## config.mk

```make
export PLATFORM = sky130hd
export DESIGN_NAME = simple_uart_rx
export DESIGN_NICKNAME = d
export VERILOG_FILES = /design/src/rtl/simple_uart_rx.sv
export SDC_FILE = /design/constraint.sdc
export NUM_CORES = 1
export LEC_CHECK = 0
export CORE_MARGIN = 3
export CORE_UTILIZATION = 63
export DETAILED_ROUTE_END_ITERATION = 8
export DONT_BUFFER_PORTS = 1
export PLACE_DENSITY = 0.8
export SYNTH_ARGS = -nofsm -noshare
export SYNTH_HDL_FRONTEND = slang
export SYNTH_SLANG_ARGS = --single-unit
```

## constraint.sdc

```tcl
create_clock -name clk -period 4.2 [get_ports clk]
set_input_delay 0.63 -clock clk [delete_from_list [all_inputs] [get_ports clk]]
set_output_delay 0.63 -clock clk [all_outputs]
set_load 0.02 [all_outputs]
```

## src/rtl/simple_uart_rx.sv

```systemverilog
// simple_uart_rx: 8N1 serial receiver feeding a show-ahead byte FIFO.
// Define SIMPLE_UART_RX_PARITY_EN to expect an even-parity bit between data and stop.
module simple_uart_rx #(
    parameter int unsigned DEPTH = 4
) (
    input  logic        clk,
    input  logic        rst,
    input  logic        rx,
    input  logic [15:0] clkdiv,
    output logic [7:0]  fifo_out,
    input  logic        fifo_read,
    output logic [7:0]  fifo_level,
    output logic        fifo_empty,
    output logic        frame_err,
    output logic        overrun,
    output logic        parity_err
);

    localparam int unsigned ENTRIES = 1 << DEPTH;
    localparam int unsigned CNT_W   = DEPTH + 1;
    localparam int unsigned DIV_W   = 16;
    localparam int unsigned BIT_W   = 3;

    typedef enum logic [2:0] {
        S_IDLE   = 3'd0,
        S_START  = 3'd1,
        S_DATA   = 3'd2,
        S_PARITY = 3'd3,
        S_STOP   = 3'd4,
        S_BREAK  = 3'd5
    } state_e;

    // rx synchroniser; idles high so reset never looks like a start bit
    logic rx_meta_q;
    logic rxs_q;

    state_e           state_q, state_d;
    logic [DIV_W-1:0] baud_ctr_q, baud_ctr_d;
    logic [DIV_W-1:0] div_q, div_d;
    logic [BIT_W-1:0] bit_idx_q, bit_idx_d;
    logic [7:0]       shift_q, shift_d;
    logic             frame_err_q, frame_err_d;
    logic             wr_c;

`ifdef SIMPLE_UART_RX_PARITY_EN
    logic             par_q, par_d;
    logic             parity_err_q, parity_err_d;
`endif

    logic [7:0]       mem_q [ENTRIES];
    logic [DEPTH-1:0] rd_ptr_q, rd_ptr_d;
    logic [DEPTH-1:0] wr_ptr_q, wr_ptr_d;
    logic [CNT_W-1:0] count_q, count_d;
    logic             empty_q, empty_d;
    logic [7:0]       last_q, last_d;
    logic             overrun_q, overrun_d;
    logic             full;
    logic             do_rd;
    logic             do_wr;

    always_ff @(posedge clk or negedge rst) begin
        if (!rst) begin
            rx_meta_q <= 1'b1;
            rxs_q     <= 1'b1;
        end else begin
            rx_meta_q <= rx;
            rxs_q     <= rx_meta_q;
        end
    end

    // Frame state machine: next state, counters and byte completion strobe
    always_comb begin
        state_d     = state_q;
        baud_ctr_d  = baud_ctr_q + 16'd1;
        div_d       = div_q;
        bit_idx_d   = bit_idx_q;
        shift_d     = shift_q;
        frame_err_d = 1'b0;
        wr_c        = 1'b0;
`ifdef SIMPLE_UART_RX_PARITY_EN
        par_d        = par_q;
        parity_err_d = 1'b0;
`endif
        unique case (state_q)
            S_IDLE: begin
                baud_ctr_d = '0;
                if (!rxs_q) begin
                    state_d = S_START;
                    div_d   = clkdiv;
                end
            end
            S_START: begin
                if (baud_ctr_q == (div_q >> 1)) begin
                    baud_ctr_d = '0;
                    if (rxs_q) begin
                        state_d = S_IDLE;
                    end else begin
                        state_d   = S_DATA;
                        bit_idx_d = '0;
                    end
                end
            end
            S_DATA: begin
                if (baud_ctr_q == div_q) begin
                    baud_ctr_d = '0;
                    shift_d    = {rxs_q, shift_q[7:1]};
                    bit_idx_d  = BIT_W'(bit_idx_q + 3'd1);
                    if (bit_idx_q == 3'd7) begin
`ifdef SIMPLE_UART_RX_PARITY_EN
                        state_d = S_PARITY;
`else
                        state_d = S_STOP;
`endif
                    end
                end
            end
`ifdef SIMPLE_UART_RX_PARITY_EN
            S_PARITY: begin
                if (baud_ctr_q == div_q) begin
                    baud_ctr_d = '0;
                    par_d      = rxs_q;
                    state_d    = S_STOP;
                end
            end
`endif
            S_STOP: begin
                if (baud_ctr_q == div_q) begin
                    baud_ctr_d = '0;
                    if (rxs_q) begin
                        state_d = S_IDLE;
`ifdef SIMPLE_UART_RX_PARITY_EN
                        if (^{par_q, shift_q}) begin
                            parity_err_d = 1'b1;
                        end else begin
                            wr_c = 1'b1;
                        end
`else
                        wr_c = 1'b1;
`endif
                    end else begin
                        frame_err_d = 1'b1;
                        state_d     = S_BREAK;
                    end
                end
            end
            S_BREAK: begin
                baud_ctr_d = '0;
                if (rxs_q) begin
                    state_d = S_IDLE;
                end
            end
            default: begin
                baud_ctr_d = '0;
                state_d    = S_IDLE;
            end
        endcase
    end

    always_ff @(posedge clk or negedge rst) begin
        if (!rst) begin
            state_q     <= S_IDLE;
            baud_ctr_q  <= '0;
            div_q       <= '0;
            bit_idx_q   <= '0;
            shift_q     <= '0;
            frame_err_q <= 1'b0;
        end else begin
            state_q     <= state_d;
            baud_ctr_q  <= baud_ctr_d;
            div_q       <= div_d;
            bit_idx_q   <= bit_idx_d;
            shift_q     <= shift_d;
            frame_err_q <= frame_err_d;
        end
    end

`ifdef SIMPLE_UART_RX_PARITY_EN
    always_ff @(posedge clk or negedge rst) begin
        if (!rst) begin
            par_q        <= 1'b0;
            parity_err_q <= 1'b0;
        end else begin
            par_q        <= par_d;
            parity_err_q <= parity_err_d;
        end
    end

    assign parity_err = parity_err_q;
`else
    assign parity_err = 1'b0;
`endif

    // FIFO bookkeeping; a read frees the slot a same-cycle write into a full FIFO needs
    always_comb begin
        full      = (count_q == CNT_W'(ENTRIES));
        do_rd     = fifo_read && (count_q != '0);
        do_wr     = wr_c && (!full || do_rd);
        overrun_d = wr_c && full && !do_rd;
        rd_ptr_d  = do_rd ? DEPTH'(rd_ptr_q + 1'b1) : rd_ptr_q;
        wr_ptr_d  = do_wr ? DEPTH'(wr_ptr_q + 1'b1) : wr_ptr_q;
        count_d   = count_q + CNT_W'(do_wr) - CNT_W'(do_rd);
        empty_d   = (count_d == '0);
        last_d    = do_rd ? mem_q[rd_ptr_q] : last_q;
    end

    always_ff @(posedge clk or negedge rst) begin
        if (!rst) begin
            rd_ptr_q  <= '0;
            wr_ptr_q  <= '0;
            count_q   <= '0;
            empty_q   <= 1'b1;
            last_q    <= '0;
            overrun_q <= 1'b0;
        end else begin
            rd_ptr_q  <= rd_ptr_d;
            wr_ptr_q  <= wr_ptr_d;
            count_q   <= count_d;
            empty_q   <= empty_d;
            last_q    <= last_d;
            overrun_q <= overrun_d;
        end
    end

    always_ff @(posedge clk) begin
        if (do_wr) begin
            mem_q[wr_ptr_q] <= shift_q;
        end
    end

    // Show-ahead head; keeps presenting the last popped byte while empty
    assign fifo_out   = empty_q ? last_q : mem_q[rd_ptr_q];
    assign fifo_level = 8'(count_q);
    assign fifo_empty = empty_q;
    assign frame_err  = frame_err_q;
    assign overrun    = overrun_q;

endmodule

```

## After elaboration in Yosys (flattened, before gate mapping)

Memories as Yosys holds them, arrays and structs flattened.
Cells that the tools add are included.

| storage, ports and cells | value |
|---|---|
| bits in registers | 72 |
| bits in latches | 0 |
| bits in writable memories | 128 |
| memory bits (read-only) | 0 |
| memories kept | 1 |

Memories:

| name | words | bits a word | rd ports | clocked after Yosys merged registers in | wr ports | line | RTL |
|---|---|---|---|---|---|---|---|
| mem_q | 16 | 8 | 1 | 0 | 1 | 50 | `logic [7:0] mem_q [ENTRIES];` |

| cells by class | value |
|---|---|
| add/subtract/negate cells | 6 |
| multiply operators | 0 |
| div/mod/pow operators | 0 |
| $lt $le $gt $ge | 0 |
| eq/ne operators | 15 |
| shift-type cells | 0 |
| multiplexer cells | 25 |
| bitwise gates (word level) | 1 |
| reduce and logical (&&, ||, !) cells | 16 |

Operator list:

| kind | count |
|---|---|
| 16-bit 2-to-1 mux | 2 |
| 16-bit one-hot mux with 2 select lines | 1 |
| 3-bit 2-to-1 mux | 10 |
| 16-bit by 1-bit adder with 16-bit output, second input constant | 1 |
| 16-bit by 15-bit equality test with 1-bit output | 1 |
| 16-bit equality test | 1 |
| 3-bit one-hot mux with 5 select lines | 1 |
| 2-bit inequality test, second input constant | 7 |
| 3-bit equality test, second input constant | 3 |
| 4-bit by 1-bit adder with 4-bit output, second input constant | 2 |
| 1-bit 2-to-1 mux | 8 |
| 8-bit 2-to-1 mux | 1 |
| 3-bit one-hot mux with 2 select lines | 1 |
| 6-bit AND reduction | 1 |
| 5-bit by 1-bit adder with 5-bit output | 1 |
| 5-bit equality test, second input constant | 1 |
| 5-bit logical NOT | 1 |
| 5-bit nonzero test | 1 |
| 5-bit by 1-bit subtractor with 5-bit output | 1 |
| 1-bit logical AND | 4 |
| 2-bit AND reduction | 2 |
| 4-bit AND reduction | 1 |
| 3-bit by 1-bit adder with 3-bit output, second input constant | 1 |
| 3-bit by 1-bit equality test with 1-bit output, second input constant | 1 |
| 8 further kinds | 9 |

## Depth between registers and ports, before layout

| depth | value |
|---|---|
| depth after elaboration | 7 |
| mapped depth | 14 |
| gate-level depth less buffers | 13 |

## Worst setup path after synthesis

No wires, ideal clock.

| path | value |
|---|---|
| path kind | register to register |
| from | register count_q[3] |
| to | register empty_q (netlist: fifo_empty) |
| arrival | 2.862 ns |
| data required time | 4.118 ns |
| path slack | 1.256 ns |
| stages on the path, launching flop included | 12 |
| clock period less this slack | 2.944 ns |
| cell sequence | dfrtp_1 > inv_1 > ha_1 > nand2_1 > nor3b_1 > nor3_4 > mux2_2 > ha_1 > fa_1 > xor2_1 > or3_1 > nor3_1 |

| on the way | value |
|---|---|
| cells in the longest elaborated chain, start to end | 7 |
| elaborated cells between the ends (all ways) | 9 |
| classes of those cells | add/sub (2); eq/ne (1); reduce/logical (6) |

Ends and longest elaborated chain:

| what | line | RTL |
|---|---|---|
| start, declared | 53 | `logic [CNT_W-1:0] count_q, count_d;` |
| start signal, assigned | 217 | `count_q <= count_d;` |
| 5-bit equality test / 5-bit nonzero test (equally long branches) | 195, 196 |  |
| 1-bit logical NOT / 1-bit logical AND (equally long branches) | 197, 196 |  |
| 1-bit logical OR | 197 | `do_wr = wr_c && (!full \|\| do_rd);` |
| 1-bit logical AND | 197 |  |
| 5-bit by 1-bit adder with 5-bit output | 201 | `count_d = count_q + CNT_W'(do_wr) - CNT_W'(do_rd);` |
| 5-bit by 1-bit subtractor with 5-bit output * | 201 |  |
| via count_d[2] | 53 |  |
| 5-bit logical NOT * | 202 | `empty_d = (count_d == '0);` |
| via empty_d | 54 | `logic empty_q, empty_d;` |
| end signal, assigned | 218 | `empty_q <= empty_d;` |
| end, declared | 54 |  |

The timed path passes the listed nets; every way through them passes the cells marked *.
A chain may end at the register's enable or synchronous reset.

## Final worst setup path

| path | value |
|---|---|
| from | register rd_ptr_q[0] |
| to | output port fifo_out[7] |

| on the way | value |
|---|---|
| cells in the longest elaborated chain, start to end | 2 |

Ends and longest elaborated chain:

| what | line | RTL |
|---|---|---|
| start, declared | 51 | `logic [DEPTH-1:0] rd_ptr_q, rd_ptr_d;` |
| start signal, assigned | 215 | `rd_ptr_q <= rd_ptr_d;` |
| memory 16 x 8 bit | n/a |  |
| 8-bit 2-to-1 mux | 231 | `assign fifo_out = empty_q ? last_q : mem_q[rd_ptr_q];` |
| end, declared | 10 | `output logic [7:0] fifo_out,` |

Every way passes these cells.

==> flow_metrics.env <==
export IMPL_synth_distinct_cells=48
export IMPL_hold_worst_slack_ns=0.04511
export IMPL_core_area_um2=13300
export IMPL_drive_above_1_share_pct=20.92
export IMPL_rsz0062_at_grt="false"
export IMPL_crit_path_max_fanout=22
export IMPL_maxCapViolCount=0
export IMPL_multi_input_area_um2=2758
export IMPL_initial_utilization_pct=64.91
export IMPL_place_area_um2=8700
export IMPL_max_freq_mhz=281.9
export IMPL_die_area_um2=15140
export IMPL_grt_first_pass_wirelength_mm=25.94
export IMPL_num_vias=4547
export IMPL_synth_seq_cells=200
export IMPL_route_detailed_drc=0
export IMPL_synthMuxAreaShare_pct=11.99
export IMPL_drtIter0Drc=514
export IMPL_tritoncts="yes"
export IMPL_grt_max_degree=70
export IMPL_r2r_end="fifo_empty$_DFF_PN1_"
export IMPL_yosysWarnings=0
export IMPL_path_cells="buf_4 > mux4_2 > a221oi_1 > o21ai_0"
export IMPL_wl_per_cell_um=22.73
export IMPL_max_stage_delay_ns=0.84
export IMPL_cp_end_kind="output pin"
export IMPL_nets=567
export IMPL_reg2reg_setup_slack_ns=0.83
export IMPL_htreeDepth=4
export IMPL_dp_hpwl_mm=10.50
export IMPL_cts_buffer_depth=2
export IMPL_post_cts_buffers=0
export IMPL_finalWirelength_mm=16.39
export IMPL_critical_path_required_ns=3.57
export IMPL_fin_crit_sh_pct=84.46
export IMPL_std_cell_rows=42
export IMPL_syn_inst=537
export IMPL_fin_tns_setup_ns=0
export IMPL_regArea_um2=5650
export IMPL_grt_overflow_total=0
export IMPL_yosys_area_top_type="edfxtp_1"
export IMPL_fin_skew_ns=0.009719
export IMPL_cp_data_arrival_time_ns=2.92
export IMPL_yosys_top_cells_area="edfxtp_1 45%, dfrtp_1 20%, mux4_2 8.4%"
export IMPL_grt_util_all_layers_pct=23.38
export IMPL_ios=40
export IMPL_critPathKind="flop to output pin"
export IMPL_leakagePower_nw=3.790
export IMPL_syn_area_um2=8630
export IMPL_ir_drop_mv=0.3112
export IMPL_cts_sinks=200
export IMPL_min_period_ns=3.547
export IMPL_cp_start_kind="flop"
export IMPL_cts_buffers=17
export IMPL_die_y_um=123.0
export IMPL_yosys_area_share_simple_pct=8.018
export IMPL_synth_edff_count=128
export IMPL_reg2reg_from="baud_ctr_q[9]$_DFF_PN0_"
export IMPL_avgViaCountPerCell=6.307
export IMPL_synthXorXnorAreaFrac_pct=5.684
export IMPL_antenna_found_initial=0
export IMPL_status="complete, no violations"
export IMPL_drtPass1Iterations=5
export IMPL_yosysTopAreaCellShare_pct=44.54
export IMPL_p_per_area_nw_per_um2=513.2
export IMPL_cts_root_buf="clkbuf_16"
export IMPL_grt_pass1_vias=4608
export IMPL_hold_viol_final=0
export IMPL_synth_compound_area_share_pct=3.871
export IMPL_worstSkewPairLatency_ns=0.42
export IMPL_min_path_type="input pin to asynchronous set/reset pin"
export IMPL_worst_slew_pin_slew_ns=1.051
export IMPL_relSlewSlack_pct=29.43
export IMPL_synth_async_sr_flop_share_pct=36.00
export IMPL_yosysSeqAreaShare_pct=65.46
export IMPL_die_x_um=123.0
export IMPL_cts_resized=0
export IMPL_ys_flop_type="edfxtp_1"
export IMPL_synthToLayoutAreaGrowth_pct=8.177
export IMPL_clk_pin_slew_ns=0.07
export IMPL_gp_congestion=0.8568
export IMPL_slew_violations=0
export IMPL_instances_no_fill=721
export IMPL_place_inst=689
export IMPL_diodes=0
export IMPL_avgSynthCellArea_um2=16.07
export IMPL_r2r_cells=12
export IMPL_totalPowerFinal_mw=4.790
export IMPL_synth_fa_ha_area_share_pct=2.117
export IMPL_num_fill_cells=826
export IMPL_port_buffers=0
export IMPL_critPathSlowestCell="dfrtp_2"
export IMPL_design_area_um2=9335
export IMPL_synth_top_family_by_area="multiplexers"
export IMPL_setup_viol=0
export IMPL_antenna_left=0
## cells in the mapped netlist, drive strengths merged (13+ instances only)
cell	count
edfxtp	128
dfrtp	69
xor2	44
mux4	32
nand2	31
buf	27
mux2	27
nor2	26
o21ai	18
and3	14
ha	13
nor4	13
## metal layers
metal / GRT usage [%] / routed length [um]
met1: 32.09 / 6531
met5: 0 / 0
met2: 36.86 / 8243
met4: 9.273 / 524
met3: 5.489 / 1090
## where the power goes
part	total (mW)	internal, mW	switching, mW	leakage (nW)
logic	0.692	0.323	0.370	1.10
registers	2.43	2.18	0.254	2.40
clock network	1.67	0.991	0.676	0.290
total	4.79	3.49	1.30	3.79
## how the worst max path moves through the flow
| stage | slack [ns] | from | endpoint |
|---|---|---|---|
| after floorplan | 1.26 | count_q[3]$_DFF_PN0_ | fifo_empty$_DFF_PN1_ |
| after CTS | 0.58 | rd_ptr_q[0]$_DFFE_PN0N_ | fifo_out[5] |
| after global placement | 1.02 | baud_ctr_q[7]$_DFF_PN0_ | fifo_empty$_DFF_PN1_ |
| final | 0.65 | rd_ptr_q[0]$_DFFE_PN0N_ | fifo_out[7] |
| after global routing | 0.43 | rd_ptr_q[0]$_DFFE_PN0N_ | fifo_out[1] |
| after detailed placement | 0.87 | baud_ctr_q[7]$_DFF_PN0_ | fifo_empty$_DFF_PN1_ |
## critical path, delay by kind of cell (launching register included)
family / cells / cell delay, ns
AO/OA/AOI/OAI: 2 / 0.80
buffers and inverters: 1 / 0.32
multiplexers: 1 / 0.54
flip-flops: 1 / 0.84
## final cells by class
type / count / area share (%)
Tap cell: 176 / 2.359
Clock inverter: 13 / 1.917
Clock buffer: 18 / 4.597
Multi-Input combinational cell: 300 / 29.54
Inverter: 7 / 0.2815
Timing Repair Buffer: 7 / 0.7774
Sequential cell: 200 / 60.53
## state kept, by name, indices dropped and copies added (netlist names)
register,flops
mem_q,128
baud_ctr_q,16
div_q,16
last_q,8
shift_q,8
count_q,5
rd_ptr_q,4
wr_ptr_q,4
bit_idx_q,3
state_q,3
fifo_empty,1
frame_err,1
overrun,1
rx_meta_q,1
rxs_q,1
## cells by family after synthesis
kind of cell	count (synthesis)
DFF	200
xor gates and xnor gates	56
adders and majority gates	14
AOI/OAI and AO/OA	45
other	1
buffers and inverters	40
muxes	60
and+or+nand+nor	121
## cell usage in the layout (no fill, tap or decap), types with 10 or more instances in the layout
master,n
nand2_1,31
mux2_2,27
dfrtp_1,68
mux4_2,32
a22o_1,10
edfxtp_1,128
o21ai_0,17
clkbuf_16,17
xor2_1,44
nor2_1,26
ha_1,13
xnor2_1,12
and3_1,13
## per-stage QoR
step | worst slack [ns] | util (%)
2_1_floorplan | 1.256 | -
3_3_place_gp | 1.018 | 65.43
3_5_place_dp | 0.8717 | 65.43
4_1_cts | 0.5832 | 70.21
5_1_grt | 0.4275 | 70.21
6_report | 0.6529 | 70.21
## repair_timing
action	CTS	global route
endpoints found under the hold margin	69	0
hold buffers	1	0
endpoints found under the setup margin	0	0
(Power assumes the default switching activity.)
